File: config.mk
export PLATFORM = sky130hd
export DESIGN_NAME = rc_add_sub_32_flat
export DESIGN_NICKNAME = d
export VERILOG_FILES = /design/src/rtl/rc_add_sub_32_pkg.sv /design/src/rtl/rc_add_sub_32_if.sv /design/src/rtl/rc_add_sub_32_full_adder.sv /design/src/rtl/rc_add_sub_32.sv /design/src/flat_wrapper.sv
export SDC_FILE = /design/constraint.sdc
export NUM_CORES = 1
export LEC_CHECK = 0
export ABC_AREA = 1
export CORE_ASPECT_RATIO = 0.6
export CORE_UTILIZATION = 45
export CTS_BUF_LIST = sky130_fd_sc_hd__clkbuf_2 sky130_fd_sc_hd__clkbuf_4 sky130_fd_sc_hd__clkbuf_8
export DETAILED_ROUTE_END_ITERATION = 10
export PLACE_DENSITY = 0.88
export SLEW_MARGIN = 15
export SYNTH_ARGS = -nofsm -noshare
export SYNTH_HDL_FRONTEND = slang
export SYNTH_HIERARCHICAL = 1
export SYNTH_SLANG_ARGS = --single-unit
File: constraint.sdc
create_clock -name CLK -period 0.89 [get_ports CLK]
set_input_delay 0.267 -clock CLK [delete_from_list [all_inputs] [get_ports CLK]]
set_output_delay 0.267 -clock CLK [all_outputs]
set_load 0.1 [all_outputs]
File: src/rtl/rc_add_sub_32_pkg.sv
// Shared data-width constants and types for the ripple-carry adder/subtractor.
// Latency: n/a (definitions only).
// Backpressure: n/a (no flow control in this block).
package rc_add_sub_32_pkg;

  localparam int DATA_WIDTH       = 32;
  localparam int DATA_INDEX_LIMIT = 31;

  typedef logic [DATA_INDEX_LIMIT:0] data_t;

  // Operating mode as carried on SnA; the mode bit doubles as carry-in to bit 0.
  typedef enum logic {
    MODE_ADD = 1'b0,
    MODE_SUB = 1'b1
  } mode_e;

endpackage

File: src/rtl/rc_add_sub_32_if.sv
// Operand/result bundle between the datapath and the adder/subtractor.
// Latency: n/a (wires only).
// Backpressure: none; a new operation is accepted every cycle.
interface rc_add_sub_32_if;
  import rc_add_sub_32_pkg::*;

  data_t A;
  data_t B;
  logic  SnA;
  data_t Y;
  logic  CO;

  // Operand source side.
  modport master (output A, output B, output SnA, input Y, input CO);
  // Arithmetic unit side.
  modport slave  (input A, input B, input SnA, output Y, output CO);

endinterface

File: src/rtl/rc_add_sub_32_full_adder.sv
// One-bit full adder, the ripple cell of the carry chain.
// Latency: combinational.
// Backpressure: none.
module full_adder (
  input  logic a,
  input  logic b,
  input  logic ci,
  output logic s,
  output logic co
);

  logic p;

  assign p  = a ^ b;
  assign s  = p ^ ci;
  assign co = (a & b) | (ci & p);

endmodule

File: src/rtl/rc_add_sub_32.sv
// Registered 32-bit ripple-carry add/subtract: Y = A+B (SnA=0) or A-B (SnA=1), CO = carry out of bit 31.
// Latency: 1 cycle; one operation per cycle, 32-stage ripple settles within one period.
// Backpressure: none; inputs are sampled on every rising CLK while RST is high.
module rc_add_sub_32
  import rc_add_sub_32_pkg::*;
(
  input  logic           CLK,
  input  logic           RST,
  rc_add_sub_32_if.slave bus
);

  data_t                 b_eff;
  data_t                 sum;
  logic [DATA_WIDTH:0]   carry;

  // Two's complement subtract: invert B and inject SnA as the carry-in.
  assign b_eff    = bus.B ^ {DATA_WIDTH{bus.SnA}};
  assign carry[0] = bus.SnA;

  for (genvar i = 0; i < DATA_WIDTH; i++) begin : g_chain
    full_adder u_fa (
      .a  (bus.A[i]),
      .b  (b_eff[i]),
      .ci (carry[i]),
      .s  (sum[i]),
      .co (carry[i+1])
    );
  end

  // Output register; async clear drops results immediately while RST is low.
  always_ff @(posedge CLK or negedge RST) begin
    if (!RST) begin
      bus.Y  <= '0;
      bus.CO <= 1'b0;
    end else begin
      bus.Y  <= sum;
      bus.CO <= carry[DATA_WIDTH];
    end
  end

endmodule

File: src/flat_wrapper.sv
// flat-port wrapper written by rule: the top's interface ports become plain ports
module rc_add_sub_32_flat import rc_add_sub_32_pkg::*;
  (CLK, RST, bus_A, bus_B, bus_SnA, bus_Y, bus_CO);
  rc_add_sub_32_if bus_i ();
  input  logic CLK;
  input  logic RST;
  input wire logic [$bits(bus_i.A)-1:0] bus_A;
  input wire logic [$bits(bus_i.B)-1:0] bus_B;
  input wire logic [$bits(bus_i.SnA)-1:0] bus_SnA;
  output wire logic [$bits(bus_i.Y)-1:0] bus_Y;
  output wire logic [$bits(bus_i.CO)-1:0] bus_CO;
  assign bus_i.A = bus_A;
  assign bus_i.B = bus_B;
  assign bus_i.SnA = bus_SnA;
  assign bus_Y = bus_i.Y;
  assign bus_CO = bus_i.CO;
  rc_add_sub_32 u_core (.CLK(CLK), .RST(RST), .bus(bus_i));
endmodule
**Word-level counts from Yosys, hierarchy flattened**

Index checks and enable logic that the tools add are counted.
Widths: inputs -> output; s select.

- Add/sub/neg operators: 0
- Multiply operators: 0
- Divide/modulo/power cells: 0
- $lt $le $gt $ge: 0
- Eq/ne operators: 0
- Shift operators: 0
- Muxes and demuxes: 0
- Bitwise gates (word level): 161
- Reduce and logical (&&, ||, !) cells: 0

Operators with widths:

| kind | count |
|---|---|
| $and 1x1->1 | 64 |
| $xor 1x1->1 | 64 |
| $or 1x1->1 | 32 |
| $xor 32x32->32 | 1 |

- Bits in registers: 33
- Latch bits: 0
- RAM bits: 0
- ROM bits: 0
- Bits of input ports: 67
- Memories: 0

**Longest topological paths before layout**

- Depth after elaboration: 66
- Mapped depth: 37
- Depth with buffers taken out: 35

**Modules after synthesis**

Netlist, hierarchy kept.

By module, submodules not included:

| module | times used | cells an instance | area each (um2) | sequential area each (um2) |
|---|---|---|---|---|
| rc_add_sub_32 | 1 | 169 | 1,422.6 | 825.8 |
| full_adder | 32 | 1 | 20.0 | 0.0 |

**Least setup slack after synthesis**

OpenSTA, ideal clock, no wires.

- Kind: input to register
- Start point: input bus_SnA
- End point: register u_core.bus.Y[31]
- Setup time: 0.136 ns
- Arrival: 12.861 ns
- Data required time: 0.754 ns
- Setup slack: -12.107 ns
- Stages on the path: 37
- Path buffers: 2
- Path through: buf_6 > inv_8 > buf_12 > nand2_2 > nand2_1 > fa_1 > fa_1 > fa_1 > fa_1 > fa_1 > fa_1 > fa_1 > fa_1 > fa_1 > fa_1 > fa_1 > fa_1 > fa_1 > fa_1 > fa_1 > fa_1 > fa_1 > fa_1 > fa_1 > fa_1 > fa_1 > fa_1 > fa_1 > fa_1 > fa_1 > fa_1 > fa_1 > fa_1 > fa_1 > fa_1 > fa_1 > fa_1

- Cells in the longest elaborated chain, start to end: 65
- Elaborated cells between the ends (all ways): 127
- Classes of those cells: 127 x bitwise

RTL lines:

| element | line | source |
|---|---|---|
| from (decl) | flat_wrapper.sv:9 | `input wire logic [$bits(bus_i.SnA)-1:0] bus_SnA;` |
| $xor 32x32->32 * | rc_add_sub_32.sv:17 | `assign b_eff = bus.B ^ {DATA_WIDTH{bus.SnA}};` |
| via u_core.b_eff[0] | rc_add_sub_32.sv:12 | `data_t b_eff;` |
| $xor 1x1->1 | rc_add_sub_32_full_adder.sv:14 | `assign p = a ^ b;` |
| $and 1x1->1 | rc_add_sub_32_full_adder.sv:16 | `assign co = (a & b) \| (ci & p);` |
| $or 1x1->1 * | rc_add_sub_32_full_adder.sv:16 |  |
| via u_core.carry[1] | rc_add_sub_32.sv:14 | `logic [DATA_WIDTH:0] carry;` |
| $and 1x1->1 * | rc_add_sub_32_full_adder.sv:16 |  |
| $or 1x1->1 * | rc_add_sub_32_full_adder.sv:16 |  |
| via u_core.carry[2] | rc_add_sub_32.sv:14 |  |
| [2 not listed] | -- |  |
| via u_core.carry[3] | rc_add_sub_32.sv:14 |  |
| [2 not listed] | -- |  |
| via u_core.carry[4] | rc_add_sub_32.sv:14 |  |
| [2 not listed] | -- |  |
| via u_core.carry[5] | rc_add_sub_32.sv:14 |  |
| [2 not listed] | -- |  |
| via u_core.carry[6] | rc_add_sub_32.sv:14 |  |
| [2 not listed] | -- |  |
| via u_core.carry[7] | rc_add_sub_32.sv:14 |  |
| [2 not listed] | -- |  |
| via u_core.carry[8] | rc_add_sub_32.sv:14 |  |
| [2 not listed] | -- |  |
| via u_core.carry[9] | rc_add_sub_32.sv:14 |  |
| [2 not listed] | -- |  |
| via u_core.carry[10] | rc_add_sub_32.sv:14 |  |
| [2 not listed] | -- |  |
| via u_core.carry[11] | rc_add_sub_32.sv:14 |  |
| [2 not listed] | -- |  |
| via u_core.carry[12] | rc_add_sub_32.sv:14 |  |
| [2 not listed] | -- |  |
| via u_core.carry[13] | rc_add_sub_32.sv:14 |  |
| [2 not listed] | -- |  |
| via u_core.carry[14] | rc_add_sub_32.sv:14 |  |
| [2 not listed] | -- |  |
| via u_core.carry[15] | rc_add_sub_32.sv:14 |  |
| [2 not listed] | -- |  |
| via u_core.carry[16] | rc_add_sub_32.sv:14 |  |
| [2 not listed] | -- |  |
| via u_core.carry[17] | rc_add_sub_32.sv:14 |  |
| [2 not listed] | -- |  |
| via u_core.carry[18] | rc_add_sub_32.sv:14 |  |
| [2 not listed] | -- |  |
| via u_core.carry[19] | rc_add_sub_32.sv:14 |  |
| [2 not listed] | -- |  |
| via u_core.carry[20] | rc_add_sub_32.sv:14 |  |
| [2 not listed] | -- |  |
| via u_core.carry[21] | rc_add_sub_32.sv:14 |  |
| [2 not listed] | -- |  |
| via u_core.carry[22] | rc_add_sub_32.sv:14 |  |
| [2 not listed] | -- |  |
| via u_core.carry[23] | rc_add_sub_32.sv:14 |  |
| [2 not listed] | -- |  |
| via u_core.carry[24] | rc_add_sub_32.sv:14 |  |
| [2 not listed] | -- |  |
| via u_core.carry[25] | rc_add_sub_32.sv:14 |  |
| [2 not listed] | -- |  |
| via u_core.carry[26] | rc_add_sub_32.sv:14 |  |
| [2 not listed] | -- |  |
| via u_core.carry[27] | rc_add_sub_32.sv:14 |  |
| [2 not listed] | -- |  |
| via u_core.carry[28] | rc_add_sub_32.sv:14 |  |
| [2 not listed] | -- |  |
| via u_core.carry[29] | rc_add_sub_32.sv:14 |  |
| $and 1x1->1 * | rc_add_sub_32_full_adder.sv:16 |  |
| $or 1x1->1 * | rc_add_sub_32_full_adder.sv:16 |  |
| via u_core.carry[30] | rc_add_sub_32.sv:14 |  |
| $and 1x1->1 * | rc_add_sub_32_full_adder.sv:16 |  |
| $or 1x1->1 * | rc_add_sub_32_full_adder.sv:16 |  |
| via u_core.carry[31] | rc_add_sub_32.sv:14 |  |
| $xor 1x1->1 * | rc_add_sub_32_full_adder.sv:15 | `assign s = p ^ ci;` |
| via u_core.sum[31] | rc_add_sub_32.sv:13 | `data_t sum;` |
| to (signal assigned) | rc_add_sub_32.sv:36 | `bus.Y <= sum;` |
| to (decl) | rc_add_sub_32_if.sv:16 | `modport slave (input A, input B, input SnA, output Y, output CO);` |

The timed path passes the listed nets; every way through them passes the cells marked *.

**Worst setup path after layout**

- Start point: input bus_SnA
- End point: register u_core.bus.Y[31]

- Cells in the longest elaborated chain, start to end: 65
- Elaborated cells between the ends (all ways): 127
- Classes of those cells: 127 x bitwise

RTL lines:

| element | line |
|---|---|
| $xor 32x32->32 | rc_add_sub_32.sv:17 |
| $xor 1x1->1 | rc_add_sub_32_full_adder.sv:14 |
| $and 1x1->1 | rc_add_sub_32_full_adder.sv:16 |
| $or 1x1->1 * | rc_add_sub_32_full_adder.sv:16 |
| via u_core.carry[1] | rc_add_sub_32.sv:14 |
| $and 1x1->1 * | rc_add_sub_32_full_adder.sv:16 |
| $or 1x1->1 * | rc_add_sub_32_full_adder.sv:16 |
| via u_core.carry[2] | rc_add_sub_32.sv:14 |
| [2 not listed] | -- |
| via u_core.carry[3] | rc_add_sub_32.sv:14 |
| [2 not listed] | -- |
| via u_core.carry[4] | rc_add_sub_32.sv:14 |
| [2 not listed] | -- |
| via u_core.carry[5] | rc_add_sub_32.sv:14 |
| [2 not listed] | -- |
| via u_core.carry[6] | rc_add_sub_32.sv:14 |
| [2 not listed] | -- |
| via u_core.carry[7] | rc_add_sub_32.sv:14 |
| [2 not listed] | -- |
| via u_core.carry[8] | rc_add_sub_32.sv:14 |
| [2 not listed] | -- |
| via u_core.carry[9] | rc_add_sub_32.sv:14 |
| [2 not listed] | -- |
| via u_core.carry[10] | rc_add_sub_32.sv:14 |
| [2 not listed] | -- |
| via u_core.carry[11] | rc_add_sub_32.sv:14 |
| [2 not listed] | -- |
| via u_core.carry[12] | rc_add_sub_32.sv:14 |
| [2 not listed] | -- |
| via u_core.carry[13] | rc_add_sub_32.sv:14 |
| [2 not listed] | -- |
| via u_core.carry[14] | rc_add_sub_32.sv:14 |
| [2 not listed] | -- |
| via u_core.carry[15] | rc_add_sub_32.sv:14 |
| [2 not listed] | -- |
| via u_core.carry[16] | rc_add_sub_32.sv:14 |
| [2 not listed] | -- |
| via u_core.carry[17] | rc_add_sub_32.sv:14 |
| [2 not listed] | -- |
| via u_core.carry[18] | rc_add_sub_32.sv:14 |
| [2 not listed] | -- |
| via u_core.carry[19] | rc_add_sub_32.sv:14 |
| [2 not listed] | -- |
| via u_core.carry[20] | rc_add_sub_32.sv:14 |
| [2 not listed] | -- |
| via u_core.carry[21] | rc_add_sub_32.sv:14 |
| [2 not listed] | -- |
| via u_core.carry[22] | rc_add_sub_32.sv:14 |
| [2 not listed] | -- |
| via u_core.carry[23] | rc_add_sub_32.sv:14 |
| [2 not listed] | -- |
| via u_core.carry[24] | rc_add_sub_32.sv:14 |
| [2 not listed] | -- |
| via u_core.carry[25] | rc_add_sub_32.sv:14 |
| [2 not listed] | -- |
| via u_core.carry[26] | rc_add_sub_32.sv:14 |
| [2 not listed] | -- |
| via u_core.carry[27] | rc_add_sub_32.sv:14 |
| [2 not listed] | -- |
| via u_core.carry[28] | rc_add_sub_32.sv:14 |
| [2 not listed] | -- |
| via u_core.carry[29] | rc_add_sub_32.sv:14 |
| $and 1x1->1 * | rc_add_sub_32_full_adder.sv:16 |
| $or 1x1->1 * | rc_add_sub_32_full_adder.sv:16 |
| via u_core.carry[30] | rc_add_sub_32.sv:14 |
| $and 1x1->1 * | rc_add_sub_32_full_adder.sv:16 |
| $or 1x1->1 * | rc_add_sub_32_full_adder.sv:16 |
| via u_core.carry[31] | rc_add_sub_32.sv:14 |
| $xor 1x1->1 * | rc_add_sub_32_full_adder.sv:15 |
| via u_core.sum[31] | rc_add_sub_32.sv:13 |

Marked as above.

==> results by group <==
Detailed routing
  – Drt first pass iters: 4
  – 1st-iter DRT viols: 53
  – Avg WL per Cell: 17.60 um
  – Vias per cell: 4.722
  – DRT Wirelength: 6.460 mm
  – Via count: 1733
  – Drt drc: 0
  – Routed Antenna Nets: 0

Synth
  – Ys Warns: 6
  – Number of synthesized register bits: 33
  – Top_reg_cell synth: dfrtp_1
  – Most common cell in the netlist: nand2_1
  – Seq/Total Area, Yosys: 40.02%
  – Mapped Avg Cell Area: 10.26 um2
  – Syn Inst Count: 201
  – Synth top area share: 40.02%
  – Syn nets: 300
  – Post-synth EDFFs: 0
  – Distinct cell type count of the synthesized netlist: 9
  – Post-synth top cells: 86 x nand2_1, 33 x dfrtp_1, 32 x fa_1, 32 x inv_1, 10 x nand2_2
  – Area contributors post-synth: dfrtp_1 40%, fa_1 31%, nand2_1 16%, inv_1 5.8%, nand2_2 3.0%
  – Ys async rst share: 100.0%
  – Synth area leader: dfrtp_1
  – Synthesized area: 2063 um2

STA
  – Final slew viol count: 0
  – Final worst slack: -10.90 ns
  – Max-slew headroom: 74.62%
  – Period minus WS final: 11.79 ns
  – Final hold violations: 0
  – Worst-Margin Slew: 0.3807 ns
  – Setup violations, final: 65
  – Crit share post-route: 1325%
  – RSZ-0062 raised after global routing: true
  – FMAX: 0.08482 GHz

Global routing
  – Initial antenna violation count: 0
  – Largest net degree at the start of global routing: 31
  – GRT Overall Usage: 29.24%
  – M1 GR Usage: 30.34%
  – Vias in the first global route: 1862
  – Met3 GRT Util: 11.92%
  – First-pass GRT wire length: 9.432 mm
  – GRT overflow: 0
  – Met2 Resource Use GR: 53.05%
  – Grt peak-use layer: met2

Power
  – Tot Pwr: 9.569 mW
  – Pwr per Cell Area: 2522 nW/um2
  – LEAKAGE: 1.715 nW
  – Max IR drop VDD: 0.001391 V

Worst setup path
  – Critical-path top delay cell: fa_2
  – CP Class: primary input to flip-flop
  – Setup crit start kind: primary input
  – Data arrival time of the critical path: 12.02 ns
  – Worst setup EP type: flip-flop
  – Slowest stage delay, CP: 0.52 ns
  – Most frequent CP cell: fa_2
  – CP required: 1.12 ns
  – Critical path peak fanout: 3

CTS
  – Clock-pin slew on the worst setup and hold paths: 0.07 ns
  – CTS HTree Levels: 2
  – Total CTS buffers: 5
  – CTS tree: built
  – Clock root cell: clkbuf_8
  – Sink Count: 33
  – Longest Clk Path Bufs: 2
  – # Post-CTS Setup Buffers: 0

Floorplan
  – Die Area: 4869 um2
  – Die Wd: 89.42 um
  – Io pins: 100
  – Die Y: 54.45 um
  – Core area: 4257 um2
  – Row count: 18
  – Initial Util: 48.47%

Run
  – MaxCap Viol Count: 0

Min path
  – Hold Path Class: primary input to asynchronous set/reset pin

Cells and area
  – Area of the multi-input gates: 1126 um2
  – Post-route insts no fill: 367
  – Synth-to-Final Area Change: 83.87%
  – Share of post-route cells with drive strength above 1: 42.02%
  – Fin area: 3794 um2
  – ANT cells: 0
  – Fillcell total: 173
  – Nets: 405
  – Storage cell area: 949.7 um2

Run status
  – Failing checks: setup timing
  – Status: complete, but fails checks

Placement
  – Port bufs: 99
  – Final HPWL DP: 5.112 mm
  – GPL Wtd Cong: 0.8270
  – Placed Area: 3633 um2
  – Placed cells: 358
-- worst paths after layout --
check                         from               end  slack, ns  cells past startpoint
worst max-delay path       bus_SnA  u_core/bus.Y[31]     -10.90                     34
worst min-delay path           RST   u_core/bus.Y[0]       0.36                      2
max in group asynchronous      RST  u_core/bus.Y[27]       0.10                      3
min in group CLK           bus_SnA   u_core/bus.Y[0]       0.37                      4
-- layout make-up --
cell class                      count  share of cell area [%]
Clock buffer                        7                   2.375
Clock inverter                      1                  0.7916
Inverter                           33                   3.463
Multi-Input combinational cell    128                   29.68
Sequential cell                    33                   25.03
Tap cell                           60                   1.979
Timing Repair Buffer              105                   36.68
-- where the power goes --
group	switching (mW)	total, mW	leakage [nW]	internal [mW]
clock	0.590	1.53	0.0619	0.944
combinational	3.54	5.59	1.30	2.05
sequential	0.333	2.44	0.355	2.11
total	4.47	9.57	1.71	5.10
-- cells by family (layout without fill, tap and decap cells) --
group,Yosys count,after routing,synth area share [%]
fa+ha+maj,32,32,31.05
buf+inv,40,146,10.25
flops,33,33,40.02
simple gates,96,96,18.68
-- cells in the final DEF, fill, tap and decap left out, drive strengths merged --
master         instances
inv                   33
fa                    32
dlygate4sd2            1
nand2                 96
dlygate4sd3            1
bufinv                 1
dfrtp                 33
clkdlybuf4s50         61
clkbuf                 7
buf                   41
clkdlybuf4s15          1
-- state kept, by name, indices dropped and copies added, names as in the netlist --
register       cells
u_core/bus.Y      32
u_core/bus.CO      1
-- routing by layer --
metal | routed length (um) | vias to the layer above
met4 | 194 | 0
met3 | 614 | 19
li1 | - | 778
met1 | 2343 | 837
met5 | 0 | -
met2 | 3307 | 99
-- critical path, delay by kind of cell --
| kind | cells | cell delay (ns) |
|---|---|---|
| adders and majority gates | 32 | 11.52 |
| buffers and inverters | 2 | 0.25 |
-- stage by stage --
stage	worst slack (ns)	hold WS, ns	util, %	TNS (ns)
after floorplan	-10.83	-0.02857	-	-189.76
after global placement	-11.36	0.1397	85.36	-205.72
after detailed placement	-11.64	0.1414	85.36	-211.82
after CTS	-10.85	0.3553	89.12	-194.68
after global routing	-11.06	0.3735	89.12	-199.17
final	-10.90	0.3575	89.12	-196.04
-- what timing repair did --
action	in CTS	in global routing
hold endpoints to repair	7	0
pin swaps	1	0
hold buffers	1	0
gates resized for setup	24	0
gates cloned	0	0
endpoints found under the setup margin	66	65
No activity file was read; power rests on OpenSTA's default activity.
